### src/rtl/serial_sub_4b_if.sv
// Operand/result bundle for the bit-serial subtractor: start handshake, operands and registered results.
interface serial_sub_4b_if #(
   parameter int unsigned WIDTH = 4
);
   logic             start;
   logic [WIDTH-1:0] a;
   logic [WIDTH-1:0] b;
   logic             bin;
   logic [WIDTH-1:0] diff;
   logic             bout;
   logic             busy;
   logic             done;

   modport master (
      output start, a, b, bin,
      input  diff, bout, busy, done
   );

   modport slave (
      input  start, a, b, bin,
      output diff, bout, busy, done
   );
endinterface

### src/rtl/serial_sub_4b.sv
// Bit-serial borrow-ripple subtractor: diff = a - b - bin, one bit per clock, LSB first.
// A single borrow flop replaces the combinational borrow chain; start/busy/done handshake.
module serial_sub_4b #(
   parameter int unsigned WIDTH = 4
) (
   input  logic            clk,
   input  logic            rst,
   serial_sub_4b_if.slave  bus
);
   localparam int unsigned CW = $clog2(WIDTH);

   typedef enum logic [1:0] {
      S_IDLE = 2'd0,
      S_RUN  = 2'd1,
      S_DONE = 2'd2
   } state_t;

   state_t           state_q, state_d;
   logic [WIDTH-1:0] sa_q, sa_d;
   logic [WIDTH-1:0] sb_q, sb_d;
   logic [WIDTH-1:0] work_q, work_d;
   logic             br_q, br_d;
   logic [CW-1:0]    cnt_q, cnt_d;
   logic [WIDTH-1:0] diff_q, diff_d;
   logic             bout_q, bout_d;
   logic             busy_q, busy_d;
   logic             done_q, done_d;

   logic             d_bit;
   logic             br_nx;
   logic [WIDTH-1:0] work_sh;

   // One full-subtractor slice on the current LSBs of the latched operands
   always_comb begin
      d_bit   = sa_q[0] ^ sb_q[0] ^ br_q;
      br_nx   = (~sa_q[0] & sb_q[0]) | (~(sa_q[0] ^ sb_q[0]) & br_q);
      work_sh = {d_bit, work_q[WIDTH-1:1]};
   end

   always_ff @(posedge clk) begin
      if (rst) begin
         state_q <= S_IDLE;
         sa_q    <= '0;
         sb_q    <= '0;
         work_q  <= '0;
         br_q    <= 1'b0;
         cnt_q   <= '0;
         diff_q  <= '0;
         bout_q  <= 1'b0;
         busy_q  <= 1'b0;
         done_q  <= 1'b0;
      end else begin
         state_q <= state_d;
         sa_q    <= sa_d;
         sb_q    <= sb_d;
         work_q  <= work_d;
         br_q    <= br_d;
         cnt_q   <= cnt_d;
         diff_q  <= diff_d;
         bout_q  <= bout_d;
         busy_q  <= busy_d;
         done_q  <= done_d;
      end
   end

   always_comb begin
      state_d = state_q;
      sa_d    = sa_q;
      sb_d    = sb_q;
      work_d  = work_q;
      br_d    = br_q;
      cnt_d   = cnt_q;
      diff_d  = diff_q;
      bout_d  = bout_q;

      case (state_q)
         S_IDLE: begin
            if (bus.start) begin
               sa_d    = bus.a;
               sb_d    = bus.b;
               br_d    = bus.bin;
               work_d  = '0;
               cnt_d   = '0;
               state_d = S_RUN;
            end
         end
         S_RUN: begin
            sa_d   = sa_q >> 1;
            sb_d   = sb_q >> 1;
            br_d   = br_nx;
            work_d = work_sh;
            cnt_d  = cnt_q + CW'(1);
            if (cnt_q == CW'(WIDTH - 1)) begin
               diff_d  = work_sh;
               bout_d  = br_nx;
               cnt_d   = '0;
               state_d = S_DONE;
            end
         end
         S_DONE: state_d = S_IDLE;
         default: state_d = S_IDLE;
      endcase

      // Status flags are registered copies of the state being entered
      busy_d = (state_d == S_RUN);
      done_d = (state_d == S_DONE);
   end

   assign bus.diff = diff_q;
   assign bus.bout = bout_q;
   assign bus.busy = busy_q;
   assign bus.done = done_q;
endmodule

### src/flat_wrapper.sv
// flat-port wrapper written by rule: the top's interface ports become plain ports
module serial_sub_4b_flat 
#(
   parameter int unsigned WIDTH = 4
)
  (clk, rst, bus_start, bus_a, bus_b, bus_bin, bus_diff, bus_bout, bus_busy, bus_done);
  serial_sub_4b_if #(.WIDTH(WIDTH)) bus_i ();
  input  logic clk;
  input  logic rst;
  input wire logic [$bits(bus_i.start)-1:0] bus_start;
  input wire logic [$bits(bus_i.a)-1:0] bus_a;
  input wire logic [$bits(bus_i.b)-1:0] bus_b;
  input wire logic [$bits(bus_i.bin)-1:0] bus_bin;
  output wire logic [$bits(bus_i.diff)-1:0] bus_diff;
  output wire logic [$bits(bus_i.bout)-1:0] bus_bout;
  output wire logic [$bits(bus_i.busy)-1:0] bus_busy;
  output wire logic [$bits(bus_i.done)-1:0] bus_done;
  assign bus_i.start = bus_start;
  assign bus_i.a = bus_a;
  assign bus_i.b = bus_b;
  assign bus_i.bin = bus_bin;
  assign bus_diff = bus_i.diff;
  assign bus_bout = bus_i.bout;
  assign bus_busy = bus_i.busy;
  assign bus_done = bus_i.done;
  serial_sub_4b #(.WIDTH(WIDTH)) u_core (.clk(clk), .rst(rst), .bus(bus_i));
endmodule
### config.mk
export PLATFORM = sky130hd
export DESIGN_NAME = serial_sub_4b_flat
export DESIGN_NICKNAME = d
export VERILOG_FILES = /design/src/rtl/serial_sub_4b_if.sv /design/src/rtl/serial_sub_4b.sv /design/src/flat_wrapper.sv
export SDC_FILE = /design/constraint.sdc
export NUM_CORES = 1
export LEC_CHECK = 0
export ABC_AREA = 1
export BUFFER_PORTS_ARGS = -buffer_cell sky130_fd_sc_hd__buf_4
export CORE_UTILIZATION = 53
export CTS_BUF_LIST = sky130_fd_sc_hd__clkbuf_16
export CTS_CLUSTER_DIAMETER = 100
export CTS_CLUSTER_SIZE = 16
export DETAILED_ROUTE_END_ITERATION = 6
export PLACE_DENSITY = 0.83
export SETUP_SLACK_MARGIN = 0.05
export SLEW_MARGIN = 5
export SYNTH_ARGS = -nofsm -noshare
export SYNTH_HDL_FRONTEND = slang
export SYNTH_SLANG_ARGS = --single-unit
### constraint.sdc
create_clock -name clk -period 1.5 [get_ports clk]
set_input_delay 0.075 -clock clk [delete_from_list [all_inputs] [get_ports clk]]
set_output_delay 0.075 -clock clk [all_outputs]
set_load 0.02 [all_outputs]
==> metrics <==
Num CTS Buffers=3; CTS resizes=0; CTS tree=built; Setup CP Type=register to register; Async S/R FF share, synth=0%; sequential share of power=45.8%; fraction of layout cells with a size suffix above 1=22.2%; Reg clk slew, reported paths=0.06 ns; Final Cycle Share=80.2%; Slew HR=81.4%; Initial Utilization=59.5%; pin count of the biggest net entering global routing=24; FF+latch area=460 sq um; DIE HEIGHT=47.2 um; VDD IR-drop max=866 uV; P_int=0.00109 W; # rows=15; r2r endpoint=u_core.bus.diff[0]$_SDFFE_PP0P_; PD cells=1130 mW/mm^2; max-slew violations=0; Post-Synthesis Cells=141; fin cells=183; switching power=0.000354 W; Cell Chain, Critical Path=inv_4 -> nor2_4 -> buf_4 -> nand3_1 -> a21oi_1; vias in the first global route=833; CTS Root Cell=clkbuf_16; R2R depth=5; Distinct cells, synth=21; area taken by multi-input logic gates=475 sq um; Final nets=173; Worst path slowest cell=dfxtp_1; Lkg Pwr=0.607 nW; I/O pin count=19; total gr overflow=0; WL/cell=11.9 um; Area Growth Syn to Fin=18.0%; reg2reg start=u_core.state_q[0]$_SDFF_PP0_; syn nets=155; sw frac=24.6%; Comb pwr share=13.5%; hold path depth=3; CTS Sinks=23; critical path required time=1.68 ns; Initial DRC Count=8; die area=0.00223 sq mm; WL final=2170 um; RSZ-0062 raised after global routing=false; CP Max Fanout=10; Tot Pwr=0.00144 W; dpl cells=179; Antenna Cells=0; Yosys top cell area share=42.5%; Critical Path Sink Type=register; worst hold path type=primary input to register; crit-path max cell delay=0.38 ns; PortBufs=18; Skew-Pair Late Insertion Delay=0.26 ns; YS warnings=0; fillers=155; Setup Buffers After CTS=0; Hold-fix buffers, CTS=0; worst-case clock buffer depth=2; GRT Overall Usage=22.1%; most common cell in the netlist=nand2_1; Hold Fails Final Rpt=0; WHS Endpoint=u_core.sb_q[2]$_SDFFE_PP0P_; shortest period the worst path allows=1.20 ns; syn avg cell area=7.68 sq um; dominant synthesized flop cell=dfxtp_1; Hold Crit Start=bus_b[2]; die width=47.2 um; Final setup viols=0; cell taking the most area after synthesis=dfxtp_1; gp weighted congestion=0.811; Post-Syn Area=0.00108 sq mm; drt pass-1 iters=4; Worst Path Arrival=1.38 ns; Hold WS=0.0497 ns; area of the core=0.00182 sq mm; Slew @ Worst Pin=0.279 ns; max-cap violations=0; #FFs+latches synth=23; Max Clock Skew=0.00154 ns; initial antenna violation count=0; DRC Markers=0; status=complete, no violations; CTS H-tree lvls=1; Via density=5.26; Achievable Freq=831 MHz; total number of vias=962; first-pass GRT wire length=3420 um; TNS Setup=0 ns; top post-synthesis cells by area=dfxtp_1 (43%), nand3_1 (11%), nand2_1 (10%), inv_1 (5.9%), buf_6 (5.2%); clock share of power=40.6%; post-synthesis sequential area ratio=42.5%; EDFF count, synth=0; post-DP HPWL=1440 um; r2r setup slk=0.30 ns; Commonest cells post-synth=nand2_1 (29), nand3_1 (24), dfxtp_1 (23); Final ANT Viol Nets=0; CP startpoint kind=register
## cell families (layout without fill, tap and decap cells)
| kind of cell | after synthesis | after routing | share of synthesized area [%] |
|---|---|---|---|
| AND/OR/NAND/NOR | 78 | 78 | 34.7 |
| buffers and inverters | 27 | 44 | 13.5 |
| flip-flops | 23 | 23 | 42.5 |
| AO/OA/AOI/OAI | 11 | 11 | 6.24 |
| adder cells (fa/ha/maj) | 2 | 2 | 3.01 |
## sequential cells by signal, summed over array words and instances, names as in the netlist
name / count
u_core.state_q: 2
u_core.bus.bout: 1
u_core.bus.diff: 4
u_core.br_q: 1
u_core.bus.done: 1
u_core.sb_q: 4
u_core.bus.busy: 1
u_core.cnt_q: 2
u_core.sa_q: 4
u_core.work_q: 3
## cell type report
cell class                 instances  share of cell area [%]
inverter                          20                    6.07
sequential                        23                    36.0
multi-input combinational         91                    37.2
timing repair buffer              20                    11.8
clock buffer                       3                    5.88
tap                               25                    2.45
clock inverter                     1                   0.588
## metal layers
metal	global-route usage (%)	part of all wire (%)
met5	0	0
met3	7.31	4.9
met1	24.0	41
met2	40.0	52
met4	8.00	1.8
## critical path, delay by kind of cell (launching register included)
kind / cells / cell delay (ns)
simple gates: 2 / 0.32
compound gates: 1 / 0.18
buf+inv: 2 / 0.25
flops: 1 / 0.38
## worst max path at each step
stage / startpoint / endpoint
after floorplan: u_core.sb_q[0]$_SDFFE_PP0P_ / u_core.work_q[3]$_SDFFE_PP0P_
after global placement: u_core.sb_q[0]$_SDFFE_PP0P_ / u_core.work_q[3]$_SDFFE_PP0P_
after detailed placement: u_core.sb_q[0]$_SDFFE_PP0P_ / u_core.work_q[3]$_SDFFE_PP0P_
after CTS: u_core.state_q[0]$_SDFF_PP0_ / u_core.bus.diff[0]$_SDFFE_PP0P_
after global routing: u_core.sb_q[0]$_SDFFE_PP0P_ / u_core.work_q[3]$_SDFFE_PP0P_
final: u_core.state_q[0]$_SDFF_PP0_ / u_core.bus.diff[0]$_SDFFE_PP0P_
## through the flow
stage	worst slack, ns	cell area, sq um	utilization, %
after floorplan	0.383	1080	-
after global placement	0.363	1190	65.6
after global routing	0.232	1280	70.2
after CTS	0.307	1280	70.2
after detailed placement	0.325	1190	65.6
final	0.297	1280	70.2
## placed cells by master, fill, tap and decap left out
cell,n
a21oi_2,2
nor2_4,1
nor2_1,12
o21ai_0,1
dfxtp_1,23
buf_4,20
clkinvlp_4,1
fa_1,1
clkbuf_16,3
nand3_1,24
nand3_2,3
o21a_1,2
nor3_1,6
inv_1,17
nand3b_1,1
inv_4,1
inv_2,2
nand2_1,29
ha_1,1
nand2_4,2
a21oi_1,6
## power by group through the flow
| stage | Sequential [W] | Combinational (W) | Clock (W) |
|---|---|---|---|
| after CTS | 0.000660 | 0.000196 | 0.000597 |
| final | 0.000660 | 0.000195 | 0.000585 |
| after global placement | 0.000671 | 0.000188 | 0 |
| after floorplan | 0.000670 | 0.000157 | 0 |
| after global routing | 0.000663 | 0.000220 | 0.000617 |
| after detailed placement | 0.000673 | 0.000193 | 0 |
No activity file was read; power rests on OpenSTA's default activity.
